--- src/rtl/cpuf_core_p.sv ---
// -----------------------------------------------------------------------------
// cpuf_core_p -- parametrised CPUFresh core
//
// Single block holding PC, IR, A, B, ACC, flags and a variable-length
// sequencer. Program and data share one memory reached through a req/ack
// port that tolerates any number of wait states.
//
// Parameters
//   DATA_W    data/instruction width (must be >= ADDR_W+4)
//   ADDR_W    address width; PC wraps modulo 2**ADDR_W
//   RESET_PC  PC value after reset
//
// Ports
//   clk, reset    clock (posedge), synchronous active-high reset
//   run           1 = execute, 0 = pause at the next instruction boundary
//   mem_req       memory request (FETCH and MEM states)
//   mem_we        1 = write (STA), 0 = read
//   mem_addr      PC in FETCH, IR operand in MEM, 0 otherwise
//   mem_wdata     always ACC
//   mem_rdata     read data, valid while mem_ack=1
//   mem_ack       transaction completes on an edge with mem_req && mem_ack
//   out_valid     one-cycle pulse after an OUT instruction
//   out_data      ACC captured by the last OUT
//   halted        1 in HALT
//   pc_o, acc_o   architectural PC and ACC
//   flag_z/flag_c zero and carry/borrow flags
// -----------------------------------------------------------------------------
module cpuf_core_p #(
    parameter int DATA_W   = 8,
    parameter int ADDR_W   = 4,
    parameter int RESET_PC = 0
) (
    input  logic              clk,
    input  logic              reset,
    input  logic              run,
    output logic              mem_req,
    output logic              mem_we,
    output logic [ADDR_W-1:0] mem_addr,
    output logic [DATA_W-1:0] mem_wdata,
    input  logic [DATA_W-1:0] mem_rdata,
    input  logic              mem_ack,
    output logic              out_valid,
    output logic [DATA_W-1:0] out_data,
    output logic              halted,
    output logic [ADDR_W-1:0] pc_o,
    output logic [DATA_W-1:0] acc_o,
    output logic              flag_z,
    output logic              flag_c
);

    localparam logic [ADDR_W-1:0] PC_RST = ADDR_W'(RESET_PC);

    localparam logic [3:0] OP_LDA = 4'b1000;
    localparam logic [3:0] OP_LDB = 4'b0100;
    localparam logic [3:0] OP_ADD = 4'b0010;
    localparam logic [3:0] OP_SUB = 4'b0001;
    localparam logic [3:0] OP_JMP = 4'b1001;
    localparam logic [3:0] OP_JZ  = 4'b1010;
    localparam logic [3:0] OP_JC  = 4'b1011;
    localparam logic [3:0] OP_STA = 4'b0011;
    localparam logic [3:0] OP_MOV = 4'b0110;
    localparam logic [3:0] OP_OUT = 4'b1110;
    localparam logic [3:0] OP_HLT = 4'b1111;

    typedef enum logic [2:0] {
        S_IDLE,
        S_FETCH,
        S_EXEC,
        S_MEM,
        S_HALT
    } state_t;

    state_t              state_q, state_d;
    logic [ADDR_W-1:0]   pc_q, pc_d;
    logic [DATA_W-1:0]   ir_q, ir_d;
    logic [DATA_W-1:0]   a_q, a_d;
    logic [DATA_W-1:0]   b_q, b_d;
    logic [DATA_W-1:0]   acc_q, acc_d;
    logic                z_q, z_d;
    logic                c_q, c_d;
    logic                out_valid_q, out_valid_d;
    logic [DATA_W-1:0]   out_data_q, out_data_d;

    logic [3:0]          opcode;
    logic [ADDR_W-1:0]   operand;
    logic [DATA_W:0]     sum;
    logic [DATA_W-1:0]   diff;
    logic [ADDR_W-1:0]   pc_next_seq;
    logic                next_run_state;

    assign opcode      = ir_q[DATA_W-1 -: 4];
    assign operand     = ir_q[ADDR_W-1:0];
    assign sum         = {1'b0, a_q} + {1'b0, b_q};
    assign diff        = a_q - b_q;
    assign pc_next_seq = pc_q + ADDR_W'(1);
    assign next_run_state = run;

    // ------------------------------------------------------------------
    // Next-state and datapath updates. Non-memory instructions commit on
    // the EXEC exit edge; loads commit on the MEM ack edge.
    // ------------------------------------------------------------------
    always_comb begin
        state_d     = state_q;
        pc_d        = pc_q;
        ir_d        = ir_q;
        a_d         = a_q;
        b_d         = b_q;
        acc_d       = acc_q;
        z_d         = z_q;
        c_d         = c_q;
        out_valid_d = 1'b0;
        out_data_d  = out_data_q;

        case (state_q)
            S_IDLE: begin
                if (run) state_d = S_FETCH;
            end

            S_FETCH: begin
                if (mem_ack) begin
                    ir_d    = mem_rdata;
                    pc_d    = pc_next_seq;
                    state_d = S_EXEC;
                end
            end

            S_EXEC: begin
                case (opcode)
                    OP_LDA, OP_LDB, OP_STA: state_d = S_MEM;
                    OP_HLT:                 state_d = S_HALT;
                    default: begin
                        state_d = next_run_state ? S_FETCH : S_IDLE;
                        case (opcode)
                            OP_ADD: begin
                                acc_d = sum[DATA_W-1:0];
                                c_d   = sum[DATA_W];
                                z_d   = (sum[DATA_W-1:0] == '0);
                            end
                            OP_SUB: begin
                                acc_d = diff;
                                c_d   = (a_q < b_q);
                                z_d   = (diff == '0);
                            end
                            // PC already points past this instruction, so
                            // a taken jump simply overwrites it.
                            OP_JMP: pc_d = operand;
                            OP_JZ:  if (z_q) pc_d = operand;
                            OP_JC:  if (c_q) pc_d = operand;
                            OP_MOV: a_d = acc_q;
                            OP_OUT: begin
                                out_data_d  = acc_q;
                                out_valid_d = 1'b1;
                            end
                            default: ;
                        endcase
                    end
                endcase
            end

            S_MEM: begin
                if (mem_ack) begin
                    if (opcode == OP_LDA) a_d = mem_rdata;
                    if (opcode == OP_LDB) b_d = mem_rdata;
                    state_d = next_run_state ? S_FETCH : S_IDLE;
                end
            end

            S_HALT: ;

            default: state_d = S_IDLE;
        endcase
    end

    always_ff @(posedge clk) begin
        if (reset) begin
            state_q     <= S_IDLE;
            pc_q        <= PC_RST;
            ir_q        <= '0;
            a_q         <= '0;
            b_q         <= '0;
            acc_q       <= '0;
            z_q         <= 1'b0;
            c_q         <= 1'b0;
            out_valid_q <= 1'b0;
            out_data_q  <= '0;
        end else begin
            state_q     <= state_d;
            pc_q        <= pc_d;
            ir_q        <= ir_d;
            a_q         <= a_d;
            b_q         <= b_d;
            acc_q       <= acc_d;
            z_q         <= z_d;
            c_q         <= c_d;
            out_valid_q <= out_valid_d;
            out_data_q  <= out_data_d;
        end
    end

    // ------------------------------------------------------------------
    // Moore outputs. The address/we sources are registers that only move
    // on ack, so they hold steady across wait states.
    // ------------------------------------------------------------------
    always_comb begin
        mem_req  = 1'b0;
        mem_we   = 1'b0;
        mem_addr = '0;
        case (state_q)
            S_FETCH: begin
                mem_req  = 1'b1;
                mem_addr = pc_q;
            end
            S_MEM: begin
                mem_req  = 1'b1;
                mem_we   = (opcode == OP_STA);
                mem_addr = operand;
            end
            default: ;
        endcase
    end

    assign mem_wdata = acc_q;
    assign out_valid = out_valid_q;
    assign out_data  = out_data_q;
    assign halted    = (state_q == S_HALT);
    assign pc_o      = pc_q;
    assign acc_o     = acc_q;
    assign flag_z    = z_q;
    assign flag_c    = c_q;

endmodule

--- config.mk ---
export PLATFORM = sky130hd
export DESIGN_NAME = cpuf_core_p
export DESIGN_NICKNAME = d
export VERILOG_FILES = /design/src/rtl/cpuf_core_p.sv
export SDC_FILE = /design/constraint.sdc
export NUM_CORES = 1
export LEC_CHECK = 0
export BUFFER_PORTS_ARGS = -buffer_cell sky130_fd_sc_hd__buf_2
export CORE_MARGIN = 2
export CORE_UTILIZATION = 40
export CTS_CLUSTER_SIZE = 12
export DETAILED_ROUTE_END_ITERATION = 8
export MAX_ROUTING_LAYER = met4
export PLACE_DENSITY = 0.59
export SKIP_LAST_GASP = 1
export SLEW_MARGIN = 40
export SYNTH_ARGS = -nofsm -noshare
export SYNTH_HDL_FRONTEND = slang
export SYNTH_SLANG_ARGS = --single-unit
--- constraint.sdc ---
create_clock -name clk -period 2.5 [get_ports clk]
set_clock_uncertainty 0.1 [all_clocks]
set_input_delay 0.375 -clock clk [delete_from_list [all_inputs] [get_ports clk]]
set_output_delay 0.375 -clock clk [all_outputs]
set_load 0.02 [all_outputs]
## Word level (Yosys, flattened, before mapping)

Cells that the tools add are included.

| word-level totals | value |
|---|---|
| logic and storage cells | 82 |
| memory bits (writable) | 0 |
| memories | 0 |
| latch bits | 0 |
| bits in read-only memories | 0 |
| output and inout port bits | 38 |
| register bits after elaboration | 50 |

| operators by class | value |
|---|---|
| bitwise gates (word level) | 3 |
| add/sub/neg operators | 3 |
| magnitude comparators | 1 |
| equality and inequality tests | 24 |
| $mul | 0 |
| div/mod/pow operators | 0 |
| shifts and indexed selects | 0 |
| multiplexer cells | 24 |
| reduce and logical (&&, ||, !) cells | 17 |

Operator list:

| cell | count |
|---|---|
| $mux 8 | 4 |
| $pmux 8 s2 | 2 |
| $eq 4x4->1 const B | 6 |
| $logic_not 8->1 | 2 |
| $mux 4 | 4 |
| $pmux 4 s2 | 2 |
| $pmux 3 s5 | 1 |
| $pmux 4 s3 | 1 |
| $ne 2x2->1 const B | 5 |
| $add 8x8->9 | 1 |
| $mux 3 | 3 |
| $reduce_and 3->1 | 3 |
| $eq 4x2->1 const B | 2 |
| $eq 4x3->1 const B | 2 |
| $lt 8x8->1 | 1 |
| $sub 8x8->8 | 1 |
| $eq 3x2->1 const B | 2 |
| $ne 3x3->1 const B | 2 |
| $pmux 3 s2 | 1 |
| $reduce_and 6->1 | 1 |
| $reduce_bool 2->1 | 3 |
| $reduce_or 6->1 | 1 |
| $reduce_and 5->1 | 1 |
| $add 4x1->4 const B | 1 |
| other kinds (14) | 20 |

## Longest topological paths before layout

Gate-level depths: netlist of run 1.

| logic depth | value |
|---|---|
| word-level depth | 4 |
| gate-level depth with buffers | 10 |
| mapped depth without buffers | 10 |

## Least setup slack after synthesis of run 1

Ideal clock, no wire load.

| timing | value |
|---|---|
| path type | flip-flop to output port |
| from | reg state_q[2] |
| to | out mem_we |
| path slack | -0.012 ns |
| arrival | 2.037 ns |
| cell stages (with the launch flop) | 6 |
| required time | 2.025 ns |
| cell sequence | dfxtp_1 -> nand2b_1 -> inv_2 -> clkbuf_1 -> nand2_1 -> nor4_1 |

| on the way | value |
|---|---|
| word-level cells in the longest chain between the ends | 2 |

Ends and longest elaborated chain:

| what | line | text |
|---|---|---|
| start: declaration | 73 | `state_t state_q, state_d;` |
| start signal: assignment | 187 | `state_q <= state_d;` |
| $eq 3x2->1 | 208 | `case (state_q)` |
| $mux 1 | 208 |  |
| end: declaration | 37 | `output logic mem_we,` |

Every way passes these cells.

## Worst setup path after layout of run 1

| timing | value |
|---|---|
| from | reg a_q[0] |
| to | reg z_q, in the netlist flag_z |

| on the way | value |
|---|---|
| word-level cells in the longest chain between the ends | 3 |
| elaborated cells between the ends (all ways) | 5 |
| classes of those cells | 2 x add/sub; 1 x mux; 2 x reduce/logical |

Ends and longest elaborated chain:

| what | line | text |
|---|---|---|
| start: declaration | 76 | `logic [DATA_W-1:0] a_q, a_d;` |
| start signal: assignment | 179 | `a_q <= '0;` |
| start signal: assignment | 190 | `a_q <= a_d;` |
| $sub 8x8->8 or $add 8x8->9 (tied branches) | 94, 93 |  |
| $logic_not 8->1 (on tied branches) | 142, 137 |  |
| $pmux 1 s2 (*) | 133 | `case (opcode)` |
| end signal: assignment | 193 | `z_q <= z_d;` |
| end: declaration | 79 | `logic z_q, z_d;` |

Every way passes the cells marked *; elsewhere a longest branch is shown, timed or not.
A chain may end at the register's enable or synchronous reset.

==> flow_summary.ini, run 1 <==
[outcome]
outcome = finished, final reports clean

[final_layout]
final_cell_mix = 50 x dfxtp_1, 49 x nor2_1, 49 x buf_2, 38 x nand2_1, 26 x mux2i_1
mostFrequentLayoutCell = dfxtp_1
area_delta_synth_final_pct = 13.9
stdcell_area_sq_um = 3680
fin_nets = 461
drive_gt1_share_pct = 20.2
antenna_cells = 0

[placed_design]
io_buffers = 49
place_congestion = 0.923
place.detailed.hpwl_um = 6360
place_area_sq_um = 3550

[drt]
wl_per_cell_um = 15.8
drt-total-wl_um = 8430
vias = 2905
drc = 0
antenna_left = 0
drtPass1Iterations = 4
vias_per_cell = 5.45
drtIter0Drc = 136

[global_route]
grt_pass1_wl_um = 13800
grt_max_degree = 28
grt_pass1_vias = 2715
antenna_found_initial = 0
grt_overflow_total = 0
grt_usage_pct = 20.4

[yosys]
synth_edf_count = 0
async_reset_ff_share_pct = 0
ys_warn_count = 0
synth_fp_nets = 423
synth_cells = 392
synth.distinct_cells = 57
synth_seq_area_share_pct = 31.0
ys_ff_latch = 50
syn_area_per_cell_sq_um = 8.25
netlist_area_sq_um = 3230
synth_top_cell_area_share_pct = 31.0
ys.flop_type = dfxtp_1
synthTopCellsByArea = dfxtp_1 31%, mux2i_1 8.0%, ha_1 6.6%, nor2_1 5.7%, nand2_1 4.4%
synth_largest_area_cell = dfxtp_1

[timing]
fin_tns_setup_ps = 0
setup_viol = 0
grt_setup_unrepaired = no
drv_slew = 0
post-route-min-period_ps = 2360
slew_headroom_pct = 54.0
max_slew.worst_pin.slew_ps = 690
hold_ws_ps = 215
hold_viol = 0
fmax_mhz = 424
period_share_pct = 94.4

[worst_hold_path]
hp-class = in2reg
hold_depth = 3

[floorplanning]
die_y_um = 93.9
die_area_sq_um = 8820
rows = 32
initial_utilization_pct = 41.6
ios = 50
die_x_um = 93.9
coreArea_sq_um = 7770

[pwr]
p_sw_share_pct = 25.6
p_leak_nw = 1.51
ir_worst_vdd_mv = 0.310
pwr-share-clk_pct = 37.7
pwr-share-comb_pct = 9.4
p_int_mw = 1.16
power_switching_mw = 0.401
p_per_area_nw_per_um2 = 424
seqPwrFrac_pct = 52.8

[clocking]
clk_latency_ps = 310
clock-sinks = 50
cts_buffer_depth = 2
clk_pin_slew_worst_paths_ps = 100
cts_tree = yes
ctsRootBufferMaster = clkbuf_8
htree_levels = 2
post_cts_buffers = 0
cts-buffers-inserted = 5
hold_buffers = 0

[worst_setup_path]
required_ps = 2620
start_kind = flip-flop
cp-end-kind = flip-flop
setup.worst_path.class = reg2reg
r2r_slack_ps = 140
crit_fanout = 3
reg2reg_depth = 8
critPathArrivalTime_ps = 2480

[flow_run]
cap_violations = 0
==> synth_stat cells (all sizes together), types with 3 or more instances <==
library cell  count
clkbuf           11
nand2            38
a211oi            9
xnor2             9
nand2b           10
xor2              3
o2111ai           5
o211ai            6
a311oi            9
ha               17
nor2b             6
o21ai            15
inv              19
a21oi            24
or3               3
a21o              3
mux2i            26
nor3              6
nand3            14
o311ai            3
buf              21
nor2             50
dfxtp            50
nor3b             5
==> final cells by class <==
class | instances | area [sq um]
well taps | 102 | 128
inverters | 19 | 71.3
fillers | 781 | 4090
clock inverters | 3 | 45.0
multi-input cells | 291 | 2010
clock buffers | 5 | 68.8
repair buffers | 63 | 363
flip-flops and latches | 50 | 1000
==> worst paths after layout <==
kind	to	startpoint
worst min register to register	ir_q[1]$_SDFFE_PP0P_	ir_q[1]$_SDFFE_PP0P_
worst max register to register	flag_z$_SDFFE_PP0P_	a_q[0]$_SDFFE_PP0P_
worst max-delay path	flag_z$_SDFFE_PP0P_	a_q[0]$_SDFFE_PP0P_
worst min-delay path	ir_q[5]$_SDFFE_PP0P_	mem_rdata[5]
==> critical path, stage by stage, from the launching register on <==
cell and delay, ps:
dfxtp_1 340, ha_1 240, fa_1 430, xnor2_1 150, nor3_1 210, o2111ai_1 170
a2111oi_2 380, o211ai_1 140, o311ai_1 100
==> repair_timing <==
| item | 4_1_cts | 5_1_grt |
|---|---|---|
| gates resized for setup | 0 | 3 |
| endpoints found under the setup margin | 0 | 4 |
| endpoints found under the hold margin | 0 | 0 |
==> kinds of logic (layout without fill, tap and decap cells) <==
family / Yosys count / count (layout) / synth area share, %
AND/OR/NAND/NOR: 146 / 146 / 22.7
buffers and inverters: 51 / 90 / 7.62
flip-flops: 50 / 50 / 31.0
adder cells (fa/ha/maj): 19 / 19 / 7.82
AO/OA/AOI/OAI: 88 / 88 / 19.6
multiplexers: 26 / 26 / 8.05
XOR/XNOR: 12 / 12 / 3.25
==> sequential cells by signal (all words and copies together), names as in the netlist <==
name / flops
a_q: 8
acc_o: 8
b_q: 8
ir_q: 8
out_data: 8
pc_o: 4
state_q: 3
flag_c: 1
flag_z: 1
out_valid: 1
==> per-stage QoR <==
| step | setup slack (ps) | power, mW | util [%] | instances |
|---|---|---|---|---|
| finish | 139 | 1.56 | 47.4 | 533 |
| global route | 8.46 | 1.62 | 47.4 | 533 |
| CTS | 75.3 | 1.57 | 47.2 | 533 |
| detailed placement | 102 | 0.991 | 45.8 | 525 |
| global placement | 160 | 0.991 | 45.8 | 525 |
| floorplan | 197 | 0.931 | - | 392 |
==> power by group through the flow <==
stage               registers [mW]  logic, mW  clock network (mW)
CTS                          0.825      0.147               0.601
floorplan                    0.846     0.0853                   0
global route                 0.828      0.161               0.633
finish                       0.826      0.148               0.590
global placement             0.844      0.147                   0
detailed placement           0.844      0.147                   0
==> per-layer routing <==
| metal | vias up | track usage, % | part of all wire, % |
|---|---|---|---|
| li1 | 1453 | - | - |
| met1 | 1346 | 27.8 | 48 |
| met2 | 92 | 32.2 | 46 |
| met3 | 14 | 2.81 | 4.6 |
| met4 | 0 | 5.31 | 1.6 |
| met5 | - | - | 0 |
(Power assumes the default switching activity.)
==> run 2: changes to the inputs <==
- ABC_AREA: unset -> 1
- SETUP_SLACK_MARGIN: unset -> 0.15
==> run 2 against run 1 <==
Against the previous run:
- total power grew 1.3%
- utilization shrank 1.1 points
- first-iteration DRC count grew 71%
- sequential cell count unchanged
- wire length down 2.2%
- non-clock buffer count fell by 11
==> flow_summary.ini, run 2 <==
[worst_hold_path]
hp-class = in2reg
hold_start = mem_rdata[0]
hold_path_end = ir_q[0]$_SDFFE_PP0P_
hold_depth = 3

[yosys]
async_reset_ff_share_pct = 0
synth_commonest_cells = 104 x nand2_1, 55 x inv_1, 50 x dfxtp_1
synth.distinct_cells = 33
synthTopCellsByArea = dfxtp_1 33%, nand2_1 13%, o21ai_0 7.2%, ha_1 6.9%, inv_1 6.7%
synth_largest_area_cell = dfxtp_1
ys.flop_type = dfxtp_1
netlist_area_sq_um = 3080
synth_fp_nets = 489
synth_seq_area_share_pct = 32.5
ys_ff_latch = 50
syn_area_per_cell_sq_um = 6.72
synth_cells = 458
yosys.cell_count.top_type = nand2_1
synth_edf_count = 0
synth_top_cell_area_share_pct = 32.5
ys_warn_count = 0

[global_route]
grtUsageMet1_pct = 29.7
grt_usage_pct = 20.7
grt_pass1_wl_um = 13600
met2_usage_pct = 32.0
grt_overflow_total = 0
antenna_found_initial = 0
grt-busiest-layer = met2
grt.met3_usage_pct = 3.20
grt_max_degree = 43
grt_pass1_vias = 2688

[clocking]
cts-buffers-inserted = 5
cts_buffer_depth = 2
clk_latency_ps = 290
post_cts_buffers = 0
ctsRootBufferMaster = clkbuf_8
post_cts_resized = 0
hold_buffers = 0
clock-sinks = 50
clk_pin_slew_worst_paths_ps = 90
cts_tree = yes
htree_levels = 2

[outcome]
outcome = finished, final reports clean

[placed_design]
place_congestion = 0.914
place_ws_ps = 409
io_buffers = 49
place.detailed.hpwl_um = 6470
place_area_sq_um = 3330

[worst_setup_path]
reg2reg_depth = 12
critPathArrivalTime_ps = 1700
r2r_slack_ps = 410
reg2reg_to = flag_z$_SDFFE_PP0P_
required_ps = 2030
cp-end-kind = output port
cp_slowest_cell = dfxtp_1
r2r-start = a_q[0]$_SDFFE_PP0P_
start_kind = flip-flop
path_cells = inv_2, nand2_1, nor2_2, inv_1, o22ai_1, buf_2
setup.worst_path.class = reg2out
crit_path_max_incr_delay_ps = 340
crit_fanout = 12

[pwr]
pwr-share-comb_pct = 17.5
p_int_mw = 1.10
ir_worst_vdd_mv = 0.287
power_mw = 1.58
pwr-share-clk_pct = 28.2
p_leak_nw = 1.71
p_sw_share_pct = 30.5
seqPwrFrac_pct = 54.2
power_switching_mw = 0.483
p_per_area_nw_per_um2 = 464

[final_layout]
antenna_cells = 0
fin_nets = 525
area_delta_synth_final_pct = 10.9
final_core_util_pct = 46.3
stdcell_area_sq_um = 3410
final_cell_mix = 104 x nand2_1, 55 x inv_1, 50 x dfxtp_1, 49 x buf_2, 44 x o21ai_0
mostFrequentLayoutCell = nand2_1
drive_gt1_share_pct = 16.2
fill_cells = 798

[drt]
drtPass1Iterations = 5
vias_per_cell = 5.13
antenna_left = 0
wl_per_cell_um = 13.9
drtIter0Drc = 233
vias = 3044
drt-total-wl_um = 8240
drc = 0

[timing]
post-route-min-period_ps = 2170
grt_setup_unrepaired = no
setup_viol = 0
max_slew.worst_pin.slew_ps = 635
hold_viol = 0
fin_tns_setup_ps = 0
drv_slew = 0
fmax_mhz = 461
period_share_pct = 86.8
slew_headroom_pct = 57.7
fin_ws_ps = 329

[floorplanning]
initial_utilization_pct = 41.8
ios = 50
die_y_um = 91.7
die_x_um = 91.7
die_area_sq_um = 8410
rows = 31
coreArea_sq_um = 7370

[flow_run]
cap_violations = 0
-- run 2: changes by cell type after synthesis, sizes merged, moves of 16 or more --
| cell | previous run | this run |
|---|---|---|
| nand2 | 38 | 105 |
| a21oi | 24 | 40 |
| mux2i | 26 | 0 |
| nand3 | 14 | 30 |
| o21ai | 15 | 48 |
| inv | 19 | 65 |
-- run 2: layout make-up --
cell class                 instances  area [sq um]  area share [%]
inverter                          65           244            7.15
sequential                        50          1000            29.3
multi-input combinational        320          1700            49.7
clock inverter                     2          10.0           0.293
timing repair buffer              52           268            7.84
tap                               99           124            3.63
clock buffer                       5          68.8            2.02
-- run 2: worst max-delay path by stage --
stage | from | end | slack, ps | cells after the start
2_1_floorplan | a_q[0]$_SDFFE_PP0P_ | flag_z$_SDFFE_PP0P_ | 530 | 12
3_3_place_gp | a_q[0]$_SDFFE_PP0P_ | flag_z$_SDFFE_PP0P_ | 460 | 12
3_5_place_dp | a_q[0]$_SDFFE_PP0P_ | flag_z$_SDFFE_PP0P_ | 410 | 12
4_1_cts | state_q[2]$_SDFFE_PP0P_ | mem_addr[2] | 340 | 6
6_report | state_q[2]$_SDFFE_PP0P_ | mem_addr[2] | 330 | 6
5_1_grt | a_q[0]$_SDFFE_PP0P_ | flag_z$_SDFFE_PP0P_ | 180 | 12
-- run 2: stage by stage --
stage | hold WS [ps] | instances
6_report | 244 | 593
5_1_grt | 247 | 593
4_1_cts | 244 | 593
3_5_place_dp | 333 | 586
3_3_place_gp | 329 | 586
2_1_floorplan | 345 | 458
-- run 2: kinds of logic after synthesis --
group	share of synthesized area (%)
AOI/OAI and AO/OA	20.6
xor gates and xnor gates	0.285
adders and majority gates	8.21
buffers and inverters	12.3
DFF	32.5
and+or+nand+nor	26.1
-- run 2: per-layer routing --
layer  up-vias  share of wire, %
met4         0              0.28
met2        98                45
li1       1564                 -
met5         -                 0
met1      1380                50
met3         2               4.8
-- run 2: critical path: cells and delay by family, from the launching register on --
| kind | cells | cell delay (ps) |
|---|---|---|
| AO/OA/AOI/OAI | 1 | 230 |
| buffers and inverters | 3 | 530 |
| flip-flops | 1 | 340 |
| AND/OR/NAND/NOR | 2 | 300 |
-- run 2: power groups by stage --
stage	Sequential, mW	Clock, mW	Combinational [mW]
after floorplan	0.883	0	0.191
after global placement	0.877	0	0.276
after detailed placement	0.878	0	0.277
after CTS	0.859	0.465	0.278
after global routing	0.865	0.497	0.314
final	0.859	0.447	0.277
